$ cat src/rtl/id_ex_stage_pkg.sv
// Shared definitions for the ID->EX pipeline register slice.
package id_ex_stage_pkg;

    // Bit positions inside the 2-bit operand select sent to ex_forwarding
    localparam int unsigned SEL_FWD_BIT = 1;   // take wb_val (forwarded result)
    localparam int unsigned SEL_ALT_BIT = 0;   // take pc (A) or imm (B)

    localparam logic [4:0]  X0               = 5'd0;
    localparam logic [31:0] RESET_PC_DEFAULT = 32'h0000_0000;

    typedef logic [1:0] sel_t;

    function automatic sel_t make_sel(input logic fwd, input logic alt);
        sel_t s;
        s              = '0;
        s[SEL_FWD_BIT] = fwd;
        s[SEL_ALT_BIT] = alt;
        return s;
    endfunction

endpackage

$ cat src/rtl/id_ex_stage_if.sv
// ID->EX stage bus: decode inputs, WB write-back snoop, and registered EX outputs.
interface id_ex_stage_if #(
    parameter int unsigned CNT_W = 32
);
    logic             stall;
    logic             flush;
    logic             id_valid;
    logic [31:0]      id_pc;
    logic [31:0]      id_imm;
    logic [31:0]      id_rs1_data;
    logic [31:0]      id_rs2_data;
    logic [4:0]       id_rs1;
    logic [4:0]       id_rs2;
    logic [4:0]       id_rd;
    logic             id_regwen;
    logic             id_a_pc;
    logic             id_b_imm;
    logic [4:0]       wb_rd;
    logic             wb_regwen;
    logic [31:0]      wb_val;
    logic             ex_valid;
    logic [31:0]      ex_pc;
    logic [31:0]      ex_imm;
    logic [31:0]      ex_rs1;
    logic [31:0]      ex_rs2;
    logic [1:0]       ex_asel;
    logic [1:0]       ex_bsel;
    logic [4:0]       ex_rd;
    logic             ex_regwen;
    logic [CNT_W-1:0] bubble_cnt;

    // Driven by decode / pipeline control
    modport master (
        output stall, flush, id_valid, id_pc, id_imm, id_rs1_data, id_rs2_data,
               id_rs1, id_rs2, id_rd, id_regwen, id_a_pc, id_b_imm,
               wb_rd, wb_regwen, wb_val,
        input  ex_valid, ex_pc, ex_imm, ex_rs1, ex_rs2, ex_asel, ex_bsel,
               ex_rd, ex_regwen, bubble_cnt
    );

    // The pipeline register itself
    modport slave (
        input  stall, flush, id_valid, id_pc, id_imm, id_rs1_data, id_rs2_data,
               id_rs1, id_rs2, id_rd, id_regwen, id_a_pc, id_b_imm,
               wb_rd, wb_regwen, wb_val,
        output ex_valid, ex_pc, ex_imm, ex_rs1, ex_rs2, ex_asel, ex_bsel,
               ex_rd, ex_regwen, bubble_cnt
    );

endinterface

$ cat src/rtl/id_ex_stage_fwd_detect.sv
// Hazard comparator for one source register index: EX (newer) and WB (older) hits.
module fwd_detect
    import id_ex_stage_pkg::*;
(
    input  logic [4:0] src,
    input  logic       ex_valid,
    input  logic       ex_regwen,
    input  logic [4:0] ex_rd,
    input  logic       wb_regwen,
    input  logic [4:0] wb_rd,
    output logic       ex_hit,
    output logic       wb_hit
);

    // x0 is never a real producer, so it can never hit
    always_comb begin
        ex_hit = ex_valid & ex_regwen & (ex_rd != X0) & (ex_rd == src);
        wb_hit = wb_regwen & (wb_rd != X0) & (wb_rd == src);
    end

endmodule

$ cat src/rtl/id_ex_stage.sv
// ID->EX pipeline register: captures operands, builds forwarding selects,
// patches same-cycle WB writes, inserts bubbles and counts bubble cycles.
module id_ex_stage
    import id_ex_stage_pkg::*;
#(
    parameter logic [31:0] RESET_PC = RESET_PC_DEFAULT,
    parameter int unsigned CNT_W    = 32
)(
    input  logic         clk,
    input  logic         rst,
    id_ex_stage_if.slave bus
);

    logic             ex_valid_q;
    logic [31:0]      ex_pc_q;
    logic [31:0]      ex_imm_q;
    logic [31:0]      ex_rs1_q;
    logic [31:0]      ex_rs2_q;
    sel_t             ex_asel_q;
    sel_t             ex_bsel_q;
    logic [4:0]       ex_rd_q;
    logic             ex_regwen_q;
    logic [CNT_W-1:0] bubble_cnt_q;

    logic ex_hit1, wb_hit1, ex_hit2, wb_hit2;
    logic next_is_bubble;

    fwd_detect u_fwd_rs1 (
        .src       (bus.id_rs1),
        .ex_valid  (ex_valid_q),
        .ex_regwen (ex_regwen_q),
        .ex_rd     (ex_rd_q),
        .wb_regwen (bus.wb_regwen),
        .wb_rd     (bus.wb_rd),
        .ex_hit    (ex_hit1),
        .wb_hit    (wb_hit1)
    );

    fwd_detect u_fwd_rs2 (
        .src       (bus.id_rs2),
        .ex_valid  (ex_valid_q),
        .ex_regwen (ex_regwen_q),
        .ex_rd     (ex_rd_q),
        .wb_regwen (bus.wb_regwen),
        .wb_rd     (bus.wb_rd),
        .ex_hit    (ex_hit2),
        .wb_hit    (wb_hit2)
    );

    // A bubble enters EX on flush or when ID has nothing valid
    always_comb begin
        next_is_bubble = bus.flush | ~bus.id_valid;
    end

    // Pipeline register: rst > stall > flush > capture
    always_ff @(posedge clk) begin
        if (rst) begin
            ex_valid_q  <= 1'b0;
            ex_regwen_q <= 1'b0;
            ex_rd_q     <= X0;
            ex_asel_q   <= '0;
            ex_bsel_q   <= '0;
            ex_pc_q     <= RESET_PC;
            ex_imm_q    <= '0;
            ex_rs1_q    <= '0;
            ex_rs2_q    <= '0;
        end else if (!bus.stall) begin
            if (bus.flush) begin
                ex_valid_q  <= 1'b0;
                ex_regwen_q <= 1'b0;
                ex_rd_q     <= X0;
                ex_asel_q   <= '0;
                ex_bsel_q   <= '0;
                ex_pc_q     <= '0;
                ex_imm_q    <= '0;
                ex_rs1_q    <= '0;
                ex_rs2_q    <= '0;
            end else begin
                ex_valid_q  <= bus.id_valid;
                ex_regwen_q <= bus.id_regwen & bus.id_valid;
                ex_rd_q     <= bus.id_rd;
                ex_pc_q     <= bus.id_pc;
                ex_imm_q    <= bus.id_imm;
                // Forward bit stays set alongside the alt bit: the branch
                // comparator still needs the forwarded register value.
                ex_asel_q   <= make_sel(ex_hit1 & bus.id_valid, bus.id_a_pc);
                ex_bsel_q   <= make_sel(ex_hit2 & bus.id_valid, bus.id_b_imm);
                ex_rs1_q    <= wb_hit1 ? bus.wb_val : bus.id_rs1_data;
                ex_rs2_q    <= wb_hit2 ? bus.wb_val : bus.id_rs2_data;
            end
        end
    end

    // Saturating count of non-stalled cycles that load a bubble
    always_ff @(posedge clk) begin
        if (rst) begin
            bubble_cnt_q <= '0;
        end else if (!bus.stall && next_is_bubble && (bubble_cnt_q != '1)) begin
            bubble_cnt_q <= bubble_cnt_q + 1'b1;
        end
    end

    assign bus.ex_valid   = ex_valid_q;
    assign bus.ex_pc      = ex_pc_q;
    assign bus.ex_imm     = ex_imm_q;
    assign bus.ex_rs1     = ex_rs1_q;
    assign bus.ex_rs2     = ex_rs2_q;
    assign bus.ex_asel    = ex_asel_q;
    assign bus.ex_bsel    = ex_bsel_q;
    assign bus.ex_rd      = ex_rd_q;
    assign bus.ex_regwen  = ex_regwen_q;
    assign bus.bubble_cnt = bubble_cnt_q;

endmodule

$ cat src/flat_wrapper.sv
// flat-port wrapper written by rule: the top's interface ports become plain ports
module id_ex_stage_flat import id_ex_stage_pkg::*;
#(
    parameter logic [31:0] RESET_PC = RESET_PC_DEFAULT,
    parameter int unsigned CNT_W    = 32
)
  (clk, rst, bus_stall, bus_flush, bus_id_valid, bus_id_pc, bus_id_imm, bus_id_rs1_data, bus_id_rs2_data, bus_id_rs1, bus_id_rs2, bus_id_rd, bus_id_regwen, bus_id_a_pc, bus_id_b_imm, bus_wb_rd, bus_wb_regwen, bus_wb_val, bus_ex_valid, bus_ex_pc, bus_ex_imm, bus_ex_rs1, bus_ex_rs2, bus_ex_asel, bus_ex_bsel, bus_ex_rd, bus_ex_regwen, bus_bubble_cnt);
  id_ex_stage_if #(.CNT_W(CNT_W)) bus_i ();
  input  logic clk;
  input  logic rst;
  input wire logic [$bits(bus_i.stall)-1:0] bus_stall;
  input wire logic [$bits(bus_i.flush)-1:0] bus_flush;
  input wire logic [$bits(bus_i.id_valid)-1:0] bus_id_valid;
  input wire logic [$bits(bus_i.id_pc)-1:0] bus_id_pc;
  input wire logic [$bits(bus_i.id_imm)-1:0] bus_id_imm;
  input wire logic [$bits(bus_i.id_rs1_data)-1:0] bus_id_rs1_data;
  input wire logic [$bits(bus_i.id_rs2_data)-1:0] bus_id_rs2_data;
  input wire logic [$bits(bus_i.id_rs1)-1:0] bus_id_rs1;
  input wire logic [$bits(bus_i.id_rs2)-1:0] bus_id_rs2;
  input wire logic [$bits(bus_i.id_rd)-1:0] bus_id_rd;
  input wire logic [$bits(bus_i.id_regwen)-1:0] bus_id_regwen;
  input wire logic [$bits(bus_i.id_a_pc)-1:0] bus_id_a_pc;
  input wire logic [$bits(bus_i.id_b_imm)-1:0] bus_id_b_imm;
  input wire logic [$bits(bus_i.wb_rd)-1:0] bus_wb_rd;
  input wire logic [$bits(bus_i.wb_regwen)-1:0] bus_wb_regwen;
  input wire logic [$bits(bus_i.wb_val)-1:0] bus_wb_val;
  output wire logic [$bits(bus_i.ex_valid)-1:0] bus_ex_valid;
  output wire logic [$bits(bus_i.ex_pc)-1:0] bus_ex_pc;
  output wire logic [$bits(bus_i.ex_imm)-1:0] bus_ex_imm;
  output wire logic [$bits(bus_i.ex_rs1)-1:0] bus_ex_rs1;
  output wire logic [$bits(bus_i.ex_rs2)-1:0] bus_ex_rs2;
  output wire logic [$bits(bus_i.ex_asel)-1:0] bus_ex_asel;
  output wire logic [$bits(bus_i.ex_bsel)-1:0] bus_ex_bsel;
  output wire logic [$bits(bus_i.ex_rd)-1:0] bus_ex_rd;
  output wire logic [$bits(bus_i.ex_regwen)-1:0] bus_ex_regwen;
  output wire logic [$bits(bus_i.bubble_cnt)-1:0] bus_bubble_cnt;
  assign bus_i.stall = bus_stall;
  assign bus_i.flush = bus_flush;
  assign bus_i.id_valid = bus_id_valid;
  assign bus_i.id_pc = bus_id_pc;
  assign bus_i.id_imm = bus_id_imm;
  assign bus_i.id_rs1_data = bus_id_rs1_data;
  assign bus_i.id_rs2_data = bus_id_rs2_data;
  assign bus_i.id_rs1 = bus_id_rs1;
  assign bus_i.id_rs2 = bus_id_rs2;
  assign bus_i.id_rd = bus_id_rd;
  assign bus_i.id_regwen = bus_id_regwen;
  assign bus_i.id_a_pc = bus_id_a_pc;
  assign bus_i.id_b_imm = bus_id_b_imm;
  assign bus_i.wb_rd = bus_wb_rd;
  assign bus_i.wb_regwen = bus_wb_regwen;
  assign bus_i.wb_val = bus_wb_val;
  assign bus_ex_valid = bus_i.ex_valid;
  assign bus_ex_pc = bus_i.ex_pc;
  assign bus_ex_imm = bus_i.ex_imm;
  assign bus_ex_rs1 = bus_i.ex_rs1;
  assign bus_ex_rs2 = bus_i.ex_rs2;
  assign bus_ex_asel = bus_i.ex_asel;
  assign bus_ex_bsel = bus_i.ex_bsel;
  assign bus_ex_rd = bus_i.ex_rd;
  assign bus_ex_regwen = bus_i.ex_regwen;
  assign bus_bubble_cnt = bus_i.bubble_cnt;
  id_ex_stage #(.RESET_PC(RESET_PC), .CNT_W(CNT_W)) u_core (.clk(clk), .rst(rst), .bus(bus_i));
endmodule
$ cat config.mk
export PLATFORM = sky130hd
export DESIGN_NAME = id_ex_stage_flat
export DESIGN_NICKNAME = d
export VERILOG_FILES = /design/src/rtl/id_ex_stage_pkg.sv /design/src/rtl/id_ex_stage_if.sv /design/src/rtl/id_ex_stage_fwd_detect.sv /design/src/rtl/id_ex_stage.sv /design/src/flat_wrapper.sv
export SDC_FILE = /design/constraint.sdc
export NUM_CORES = 1
export LEC_CHECK = 0
export ABC_AREA = 1
export BUFFER_PORTS_ARGS = -buffer_cell sky130_fd_sc_hd__buf_2
export CAP_MARGIN = 15
export CORE_MARGIN = 3
export CORE_UTILIZATION = 39
export CTS_CLUSTER_DIAMETER = 30
export CTS_CLUSTER_SIZE = 16
export DETAILED_ROUTE_END_ITERATION = 16
export PLACE_DENSITY = 0.74
export SETUP_SLACK_MARGIN = 0.1
export SLEW_MARGIN = 0
export SYNTH_ARGS = -nofsm -noshare
export SYNTH_HDL_FRONTEND = slang
export SYNTH_SLANG_ARGS = --single-unit
$ cat constraint.sdc
create_clock -name clk -period 3.7 [get_ports clk]
set_clock_uncertainty 0.05 [all_clocks]
set_input_delay 0.185 -clock clk [delete_from_list [all_inputs] [get_ports clk]]
set_output_delay 0.185 -clock clk [all_outputs]
set_load 0.03 [all_outputs]
; After elaboration in Yosys (flattened, before gate mapping)
; Cells that the tools add are included.
[classes]
add_sub_neg = 1
n_eq_ne = 5
muxes = 11
bitwise = 12
n_reduce_logical = 5
[ops]
columns = cell, n
row1 = 2-to-1 mux 32 bit, 6
row2 = adder 32 x 1 -> 32 bit (second input constant), 1
row3 = inequality test 32 bit (second input constant), 1
row4 = equality test 5 bit, 4
row5 = AND 1 bit, 10
row6 = nonzero test 5 bit, 2
row7 = 2-to-1 mux 5 bit, 1
row8 = 2-to-1 mux 2 bit, 2
row9 = logical AND 1 bit, 2
row10 = 2-to-1 mux 1 bit, 2
row11 = logical NOT 1 bit, 1
row12 = NOT 1 bit, 1
row13 = OR 1 bit, 1
[word_totals]
ff_bits = 171
in_bits = 189
out_inout_bits = 171
elab_cells = 44

; Depth between registers and ports, before layout
; Gate-level depths: netlist of the first run.
[logic_depth]
ltp_word = 5
mapped_depth = 13
ltp_nobuf = 12

; Hierarchy
; Synthesis of the first run repeated with hierarchy kept, for this count alone.
[unflattened]
hier_cells = 1152
hier_area_um2 = 7749.9
[modules_own_cells]
columns = module, instances, cells_each, area_per_inst_um2, seq_area_each_um2
row1 = id_ex_stage, 1, 1044, 7324.5, 3423.3
row2 = fwd_detect, 2, 54, 212.7, 0.0

; Worst setup path before layout of the first run
; Ideal clock, no wire load.
[synth_timing]
path_kind = reg2reg
from = reg u_core.bubble_cnt_q[0], in the netlist u_core.bus.bubble_cnt[0]
to = reg u_core.bubble_cnt_q[1], in the netlist u_core.bus.bubble_cnt[1]
setup_ns = 0.116
arrival_ns = 1.841
t_required_ns = 3.534
slack_ns = 1.694
stages_incl_launch_ff = 13
path_buffers = 2
period_less_slack_ns = 2.006
cell_sequence = dfxtp_1 -> ha_1 -> nand2_1 -> nor2_4 -> nand2_2 -> nor2_4 -> nand2_2 -> nand2_4 -> inv_2 -> buf_6 -> buf_6 -> nor2_1 -> nor2_1
[synth_via]
elab_chain_cells = 2
elab_cells_between_ends = 3
classes_between = add/sub: 1 / eq/ne: 1 / reduce/logical: 1
[synth_rtl]
columns = item, line
row1 = "start, declared", id_ex_stage.sv:23  ; logic [CNT_W-1:0] bubble_cnt_q;
row2 = "start signal, assigned", id_ex_stage.sv:99  ; bubble_cnt_q <= bubble_cnt_q + 1'b1;
row3 = branches (longest 2 deep; another with adder 32 x 1 -> 32 bit), --
; Several ways; the timed one is not identified.
; A chain may end at the register's enable or synchronous reset.

; Worst setup path after layout of the first run
[layout_timing]
from = reg u_core.bubble_cnt_q[0], in the netlist u_core.bus.bubble_cnt[0]
to = reg u_core.bubble_cnt_q[18], in the netlist u_core.bus.bubble_cnt[18]
; Same word-level chain as after synthesis.

==> results.sh, run 1 <==
export IMPL_status="complete, no violations"
export IMPL_grt_antenna_before_repair=2
export IMPL_cp_slowest_stage_delay_ns=0.41
export IMPL_crit_buf_inv=1
export IMPL_gp_congestion=0.883
export IMPL_reg2reg_depth=12
export IMPL_avgSynthCellArea_um2=6.70
export IMPL_critPathMaxFanout=29
export IMPL_cp_cell_sequence="ha_1, nand2_1, nor2_4, nand2_2, nor2_4, nand2_2, nand2_4, inv_2, nand2_1, nand2_1, nand2_1, nor2_1"
export IMPL_synth_area_leaders="dfxtp_1, nand2_1, a21oi_1, nand4_1, inv_1"
export IMPL_slew_headroom=0.420
export IMPL_start_util=0.405
export IMPL_required_ns=3.94
export IMPL_yosys_warnings=0
export IMPL_cp_top_family="simple AND/OR/NAND/NOR gates"
export IMPL_stdcell_count=1862
export IMPL_clock_sinks=171
export IMPL_synthSimpleGateAreaFrac=0.340
export IMPL_grt_ovfl_total=0
export IMPL_fp_dieW_um=150
export IMPL_fillerInstances=1798
export IMPL_numPlacedInstances=1756
export IMPL_layout_drive_gt1_share=0.263
export IMPL_setup_viol=0
export IMPL_netlist_area_leader_share=0.426
export IMPL_dr_first_iter_drc_count=664
export IMPL_clk_latency_ns=0.43
export IMPL_cts_resized=0
export IMPL_viasPerCell=5.09
export IMPL_syn_inst=1199
export IMPL_yosysTopAreaCell="dfxtp_1"
export IMPL_hold_path_depth=3
export IMPL_cts_buffers=17
export IMPL_post_drt_wl_per_cell_um=16.6
export IMPL_max_cap_violations=0
export IMPL_synth_seq_area_share=0.426
export IMPL_r2r_slack_ns=1.42
export IMPL_grt_start_max_net_pins=77
export IMPL_first_pass_iters=5
export IMPL_finalCriticalPeriod_ns=2.28
export IMPL_clkTransAtPathRegs_ns=0.07
export IMPL_root_buffer="clkbuf_16"
export IMPL_drc=0
export IMPL_worstHoldStart="bus_id_valid"
export IMPL_grt_pass1_vias=8953
export IMPL_final_nets=1772
export IMPL_syn_num_nets=1389
export IMPL_ant_nets=0
export IMPL_synth_xor_xnor_area_share=0.0327
export IMPL_core_area_um2=19800
export IMPL_fin_tns_setup_ns=0
export IMPL_synth_fa_ha_area_frac=0.00156
export IMPL_endpoint_kind="register"
export IMPL_top_level_ports=360
export IMPL_period_share=0.618
export IMPL_cts_tree="built"
export IMPL_worst_pin_slew_ns=0.870
export IMPL_wirelength_mm=31.0
export IMPL_r2r_start="u_core.bus.bubble_cnt[0]"
export IMPL_crit_cells=12
export IMPL_dieArea_um2=22400
export IMPL_leakagePower_nw=5.37
export IMPL_place_hpwl_mm=20.8
export IMPL_worstSetupPathType="register to register"
export IMPL_synth_compound_area_frac=0.105
export IMPL_slew_violations=0
export IMPL_clock_path_buffers=2
export IMPL_crit_start="u_core.bus.bubble_cnt[0]"
export IMPL_synthMuxAreaShare=0
export IMPL_hold_viol_final=0
export IMPL_arrival_ns=2.52
export IMPL_vdd_drop_max_mv=0.299
export IMPL_synth_cell_types=29
export IMPL_syn_to_final_growth_pct=40.5
export IMPL_rsz0062_at_grt="false"
export IMPL_htreeDepth=4
export IMPL_power_density_nw_per_um2=399
export IMPL_start_kind="register"
export IMPL_cpMostUsedCell="nand2_1"
export IMPL_cp_slowest_cell="dfxtp_1"
export IMPL_reg2reg_to="u_core.bus.bubble_cnt[18]"
export IMPL_fp_dieH_um=150
export IMPL_netlist_area_um2=8040
export IMPL_hold_path_end="u_core.bus.ex_regwen"
export IMPL_ys_ff_latch=171
export IMPL_rows=51
export IMPL_port_buffers=359
export IMPL_dr_total_vias=9477
export IMPL_hp_class="input port to register"
export IMPL_fmax_ghz=0.438
export IMPL_grt_usage=0.263
export IMPL_synth_top_family_by_area="simple AND/OR/NAND/NOR gates"
export IMPL_grt_pass1_wl_mm=46.9
-- how the worst max path moves through the flow --
stage | endpoint
floorplan | u_core.bus.bubble_cnt[1]
global placement | u_core.bus.bubble_cnt[20]
detailed placement | u_core.bus.bubble_cnt[17]
CTS | u_core.bus.bubble_cnt[20]
global route | u_core.bus.bubble_cnt[18]
finish | u_core.bus.bubble_cnt[18]
-- placed cells by master, fill, tap and decap left out, types with 19 or more instances in the layout --
master	Yosys	final
nand2_1	398	398
buf_2	11	357
dfxtp_1	171	171
a21oi_1	158	158
inv_1	109	108
nand3_1	78	78
dlygate4sd3_1	0	72
nand4_1	69	69
nor2_1	72	67
xor2_1	19	19
-- layer usage --
metal  global-route usage  share of wire  up-vias
li1                     -              -     4616
met1                0.317           0.39     4337
met2                0.448           0.49      455
met3               0.0684          0.083       67
met4                0.106          0.035        2
met5                    0        0.00023        -
-- area by class of cell --
type | count | area [um^2] | area share
multi-input cells | 836 | 3870 | 0.343
flip-flops and latches | 171 | 3420 | 0.303
repair buffers | 444 | 2620 | 0.232
clock buffers | 17 | 425 | 0.0377
inverters | 112 | 420 | 0.0372
well taps | 265 | 332 | 0.0294
clock inverters | 15 | 195 | 0.0173
diodes | 2 | 5.00 | 0.000443
-- worst register-to-register path, delay by kind of cell (launching register included) --
kind | cells | cell delay [ns]
simple gates | 10 | 1.17
flops | 1 | 0.41
buf+inv | 1 | 0.31
fa+ha+maj | 1 | 0.22
-- cells in the mapped netlist (all sizes together) --
library cell	count
inv	111
o21ai	6
dfxtp	171
nand3	78
nor2	77
a22oi	1
clkinv	1
nand4	69
ha	1
nor3b	2
xor2	19
nand3b	6
nand2	401
o21bai	1
buf	27
xnor2	11
a21oi	159
nor3	5
clkbuf	53
-- metrics by stage --
stage	worst slack [ns]	total power, W	hold slack (ns)	util	area [um^2]
2_1_floorplan	1.69	0.00235	0.279	-	8040
3_3_place_gp	1.56	0.00259	0.384	0.501	9950
3_5_place_dp	1.49	0.00260	0.389	0.501	9950
4_1_cts	1.46	0.00452	0.0152	0.569	11300
5_1_grt	1.22	0.00467	0.0204	0.569	11300
6_report	1.42	0.00451	0.0275	0.569	11300
-- flip-flops by register name, summed over array words and instances, names as in the netlist --
signal	cells
u_core.bus.bubble_cnt	32
u_core.bus.ex_asel	2
u_core.bus.ex_bsel	2
u_core.bus.ex_imm	32
u_core.bus.ex_pc	32
u_core.bus.ex_rd	5
u_core.bus.ex_regwen	1
u_core.bus.ex_rs1	32
u_core.bus.ex_rs2	32
u_core.bus.ex_valid	1
-- power breakdown --
part | switching (W) | internal [W] | total (W)
Sequential | 0.0000382 | 0.00190 | 0.00194
Clock | 0.000898 | 0.000981 | 0.00188
Combinational | 0.000444 | 0.000248 | 0.000692
Total | 0.00138 | 0.00313 | 0.00451
-- kinds of logic after synthesis --
logic type / Yosys count
fa+ha+maj: 1
xor+xnor: 30
buf+inv: 192
flops: 171
compound gates: 167
simple gates: 638
-- what timing repair did --
| item | CTS | global route |
|---|---|---|
| setup endpoints to repair | 0 | 0 |
| hold buffers | 72 | 0 |
| setup buffers | 0 | 0 |
| endpoints found under the hold margin | 72 | 0 |
(Power assumes the default switching activity.)
==> run 2, diff against run 1 <==
Settings changed: PLACE_DENSITY 0.74 to 0.77.
Clock period 3.7 ns to 2 ns, I/O delays scaled along.
==> run 2 against run 1 <==
Effect of this change:
- critical path depth is 2 lower
- global-route usage is 1.5 points higher
- sequential power is 85% higher
- count of clock-buffer cells in the layout stayed put
- hold slack worse by 0.013 ns
- die area stayed put
- setup slack worse by 1.3 ns
- sequential share of layout area is 2.4 points lower
- routed wire length is 6.7% higher
- first-iteration DRC count is 21% higher
- via count is 8.9% higher
- combinational power is 110% higher
==> results.sh, run 2 (synthesis results as in run 1) <==
export IMPL_grt_start_max_net_pins=140
export IMPL_top_level_ports=360
export IMPL_final_util=0.619
export IMPL_grt_pass1_wl_mm=50.1
export IMPL_port_buffers=359
export IMPL_ant_nets=0
export IMPL_place_hpwl_mm=20.3
export IMPL_worstSetupPathType="register to register"
export IMPL_clk_latency_ns=0.43
export IMPL_cp_cell_sequence="ha_4, nand2_1, nor2_4, nand3b_1, nor2_2, nand2_1, nor2_2, nand3_1, nand2_1, nor2_1"
export IMPL_leakagePower_nw=5.82
export IMPL_vdd_drop_max_mv=0.546
export IMPL_p_sw_w=0.00257
export IMPL_grt_pass1_vias=9898
export IMPL_root_buffer="clkbuf_16"
export IMPL_setup_viol=0
export IMPL_worst_pin_slew_ns=0.660
export IMPL_endpoint_kind="register"
export IMPL_arrival_ns=2.12
export IMPL_comb_power_share=0.175
export IMPL_rows=51
export IMPL_p_int_w=0.00578
export IMPL_dieArea_um2=22400
export IMPL_crit_buf_inv=0
export IMPL_final_common_cell="nand2_1"
export IMPL_start_kind="register"
export IMPL_cp_slowest_cell="dfxtp_4"
export IMPL_drc=0
export IMPL_dr_first_iter_drc_count=803
export IMPL_cts_tree="built"
export IMPL_viasPerCell=5.30
export IMPL_max_cap_violations=0
export IMPL_fmax_ghz=0.542
export IMPL_hold_viol_final=0
export IMPL_core_area_um2=19800
export IMPL_gp_congestion=0.932
export IMPL_dr_total_vias=10321
export IMPL_cp_slowest_stage_delay_ns=0.38
export IMPL_cts_buffers=17
export IMPL_grt_ovfl_total=0
export IMPL_clock_sinks=171
export IMPL_pwr_share_seq=0.429
export IMPL_hp_class="input port to register"
export IMPL_first_pass_iters=6
export IMPL_fp_dieW_um=150
export IMPL_layout_drive_gt1_share=0.265
export IMPL_fin_tns_setup_ns=0
export IMPL_cp_top_family="simple AND/OR/NAND/NOR gates"
export IMPL_grt_usage=0.279
export IMPL_required_ns=2.28
export IMPL_pwr_share_clk=0.396
export IMPL_htreeDepth=4
export IMPL_start_util=0.405
export IMPL_status="complete, no violations"
export IMPL_cpMostUsedCell="nand2_1"
export IMPL_fp_dieH_um=150
export IMPL_syn_to_final_growth_pct=52.8
export IMPL_power_density_nw_per_um2=680
export IMPL_layout_common_cells="nand2_1, buf_2, dfxtp_1"
export IMPL_critPathMaxFanout=5
export IMPL_grt_antenna_before_repair=5
export IMPL_period_share=0.923
export IMPL_clock_path_buffers=2
export IMPL_wirelength_mm=33.0
export IMPL_finalCriticalPeriod_ns=1.85
export IMPL_switching_share=0.308
export IMPL_final_nets=1858
export IMPL_slew_violations=0
export IMPL_clkTransAtPathRegs_ns=0.07
export IMPL_slew_headroom=0.560
export IMPL_post_drt_wl_per_cell_um=16.9
-- run 2: changes by cell type in the layout (fill, tap and decap cells not counted), moves of 3 or more --
cell	delta
nor2_1	-5
buf_12	+7
dlygate4sd3_1	+70
clkbuf_16	+3
nor2_2	+3
clkinv_8	-4
buf_4	+5
-- run 2: what timing repair did --
item	4_1_cts	5_1_grt
endpoints found under the hold margin	143	0
setup buffers	0	5
setup endpoints to repair	1	28
gates cloned	0	3
hold buffers	142	0
gates resized for setup	1	20
pin swaps	0	6
-- run 2: metrics by stage --
stage	setup slack [ns]	cells	instance area, um^2	power (W)	hold slack, ns
2_1_floorplan	0.137	1199	8040	0.00434	0.194
3_3_place_gp	0.168	1764	10100	0.00481	0.298
3_5_place_dp	0.106	1764	10100	0.00482	0.304
4_1_cts	0.114	1938	12100	0.00830	0.000953
5_1_grt	-0.0176	1949	12300	0.00861	0.0418
6_report	0.155	1949	12300	0.00835	0.0147
-- run 2: layer usage --
layer	part of all wire	track usage	vias to the layer above
met5	0.00088	0	-
met4	0.072	0.189	4
met3	0.099	0.0751	196
met2	0.47	0.449	725
met1	0.36	0.323	4606
li1	-	-	4790
-- run 2: path summary, 6_finish.rpt --
| path | start | endpoint | slack (ns) | depth (start not counted) |
|---|---|---|---|---|
| hold / removal | bus_id_rs1_data[1] | u_core.bus.ex_rs1[1] | 0.01 | 5 |
| setup reg to reg | u_core.bus.bubble_cnt[1] | u_core.bus.bubble_cnt[30] | 0.15 | 10 |
| setup / recovery | u_core.bus.bubble_cnt[1] | u_core.bus.bubble_cnt[30] | 0.15 | 10 |
| hold reg to reg | u_core.bus.ex_pc[25] | u_core.bus.ex_pc[25] | 0.41 | 2 |
-- run 2: cell type report --
type,instances,area [um^2]
clock buffers,17,425
flip-flops and latches,171,3430
diodes,3,7.51
repair buffers,530,3590
well taps,265,332
multi-input cells,836,3930
fillers,1623,7570
clock inverters,15,144
inverters,112,423
-- run 2: power groups by stage --
| stage | registers, W | clock network (W) | logic, W |
|---|---|---|---|
| after CTS | 0.00358 | 0.00334 | 0.00138 |
| final | 0.00358 | 0.00330 | 0.00146 |
| after global placement | 0.00365 | 0 | 0.00116 |
| after global routing | 0.00359 | 0.00346 | 0.00156 |
| after floorplan | 0.00387 | 0 | 0.000471 |
| after detailed placement | 0.00365 | 0 | 0.00117 |
-- run 2: worst reg2reg max path, delay by kind of cell, from the launching register on --
family	cells	cell delay, ns
adders and majority gates	1	0.14
DFF	1	0.38
and+or+nand+nor	9	1.19
==> run 3, diff against run 2 <==
Settings changed: MAX_ROUTING_LAYER from default to met4.
==> run 3 against run 2 <==
Effect of this change:
- first-iteration DRC count up 16%
- sequential power about the same
- sequential share of layout area decreased by 0.16 points
- critical path depth is the same
- via count shrank 1.0%
- highest routed layer is now met4
- power grew 1.9%
- critical endpoint is now u_core.bus.bubble_cnt[22]
- die area is the same
- critical path type unchanged
- combinational power barely moved
- cell area is 0.57% higher
- count of clock-buffer cells in the layout unchanged
- non-clock buffer count increased by 3
- flip-flop and latch count is the same
==> results.sh, run 3 (synthesis results as in run 1) <==
export IMPL_cts_buffers=17
export IMPL_clk_latency_ns=0.43
export IMPL_worst_hold_slack_ns=0.0198
export IMPL_dieArea_um2=22400
export IMPL_final_common_cell="nand2_1"
export IMPL_clock_sinks=171
export IMPL_rsz0062_at_grt="false"
export IMPL_grt_usage=0.286
export IMPL_root_buffer="clkbuf_16"
export IMPL_cp_slowest_stage_delay_ns=0.36
export IMPL_grt_pass1_vias=9689
export IMPL_critPathMaxFanout=5
export IMPL_hold_viol_final=0
export IMPL_post_drt_wl_per_cell_um=16.7
export IMPL_layout_common_cells="nand2_1, buf_2, dfxtp_1"
export IMPL_worst_pin_slew_ns=0.641
export IMPL_htreeDepth=4
export IMPL_start_kind="register"
export IMPL_grt_ovfl_total=0
export IMPL_required_ns=2.28
export IMPL_cpMostUsedCell="nand2_1"
export IMPL_arrival_ns=2.07
export IMPL_dr_first_iter_drc_count=931
export IMPL_grt_pass1_wl_mm=50.1
export IMPL_status="complete, no violations"
export IMPL_endpoint_kind="register"
export IMPL_grt_antenna_before_repair=3
export IMPL_power_density_nw_per_um2=689
export IMPL_slew_violations=0
export IMPL_rows=51
export IMPL_wirelength_mm=32.7
export IMPL_layout_drive_gt1_share=0.267
export IMPL_ant_nets=0
export IMPL_clkTransAtPathRegs_ns=0.07
export IMPL_cts_tree="built"
export IMPL_fin_tns_setup_ns=0
export IMPL_hp_class="input port to register"
export IMPL_fp_dieH_um=150
export IMPL_grt_start_max_net_pins=140
export IMPL_viasPerCell=5.22
export IMPL_slew_headroom=0.572
export IMPL_gp_congestion=0.961
export IMPL_setup_viol=0
export IMPL_core_area_um2=19800
export IMPL_drc=0
export IMPL_place_area_um2=10100
export IMPL_fp_dieW_um=150
export IMPL_clock_path_buffers=2
export IMPL_fmax_ghz=0.559
export IMPL_fillerInstances=1607
export IMPL_design_area_um2=12300
export IMPL_place_hpwl_mm=20.1
export IMPL_max_cap_violations=0
export IMPL_worstSetupPathType="register to register"
export IMPL_port_buffers=359
export IMPL_start_util=0.405
export IMPL_vdd_drop_max_mv=0.537
export IMPL_cp_cell_sequence="ha_2, nand2_1, nor2_4, nand3b_1, nor2_2, nand2_1, nor2_1, nand2_1, nand2_1, nor2_1"
export IMPL_cp_slowest_cell="dfxtp_4"
export IMPL_final_nets=1861
export IMPL_leakagePower_nw=5.85
export IMPL_syn_to_final_growth_pct=53.7
export IMPL_top_level_ports=360
export IMPL_dr_total_vias=10214
export IMPL_first_pass_iters=6
export IMPL_finalCriticalPeriod_ns=1.79
export IMPL_period_share=0.895
-- run 3: what timing repair did --
action | in CTS | in global routing
endpoints found under the hold margin | 139 | 0
hold buffers | 142 | 0
setup buffers | 0 | 4
resized for setup | 1 | 21
pin swaps | 0 | 4
endpoints found under the setup margin | 3 | 30
gates cloned | 0 | 2
-- run 3: worst paths after layout --
kind / from / slack (ns) / depth (start not counted) / endpoint
max reg2reg: u_core.bus.bubble_cnt[0] / 0.21 / 10 / u_core.bus.bubble_cnt[22]
max: u_core.bus.bubble_cnt[0] / 0.21 / 10 / u_core.bus.bubble_cnt[22]
min: rst / 0.02 / 2 / u_core.bus.bubble_cnt[24]
min reg2reg: u_core.bus.ex_pc[6] / 0.41 / 2 / u_core.bus.ex_pc[6]
-- run 3: layout make-up --
cell class | count | area [um^2] | share of cell area
clock buffers | 17 | 425 | 0.0345
flip-flops and latches | 171 | 3430 | 0.278
diodes | 6 | 15.0 | 0.00122
repair buffers | 533 | 3610 | 0.292
clock inverters | 15 | 196 | 0.0159
multi-input cells | 836 | 3920 | 0.317
well taps | 265 | 332 | 0.0269
inverters | 112 | 428 | 0.0347
-- run 3: where the power goes --
| group | internal, W | total, W | switching (W) |
|---|---|---|---|
| logic | 0.000588 | 0.00145 | 0.000864 |
| registers | 0.00351 | 0.00358 | 0.0000677 |
| clock network | 0.00181 | 0.00348 | 0.00166 |
-- run 3: metrics by stage --
step | worst slack, ns | total power [W] | utilization | cells
global placement | 0.159 | 0.00481 | 0.511 | 1769
detailed placement | 0.0957 | 0.00482 | 0.511 | 1769
global route | 0.0283 | 0.00879 | 0.622 | 1952
finish | 0.211 | 0.00851 | 0.622 | 1955
CTS | 0.137 | 0.00848 | 0.614 | 1943
floorplan | 0.137 | 0.00434 | - | 1199
-- run 3: per-layer routing --
layer	up-vias	track usage	wire [um]
li1	4798	-	-
met1	4658	0.336	12600
met2	630	0.464	15700
met3	128	0.0624	2960
met4	0	0.139	1500
met5	-	-	0
-- run 3: critical path: cells and delay by family, from the launching register on --
family / cells / cell delay, ns
DFF: 1 / 0.36
adders and majority gates: 1 / 0.18
and+or+nand+nor: 9 / 1.09
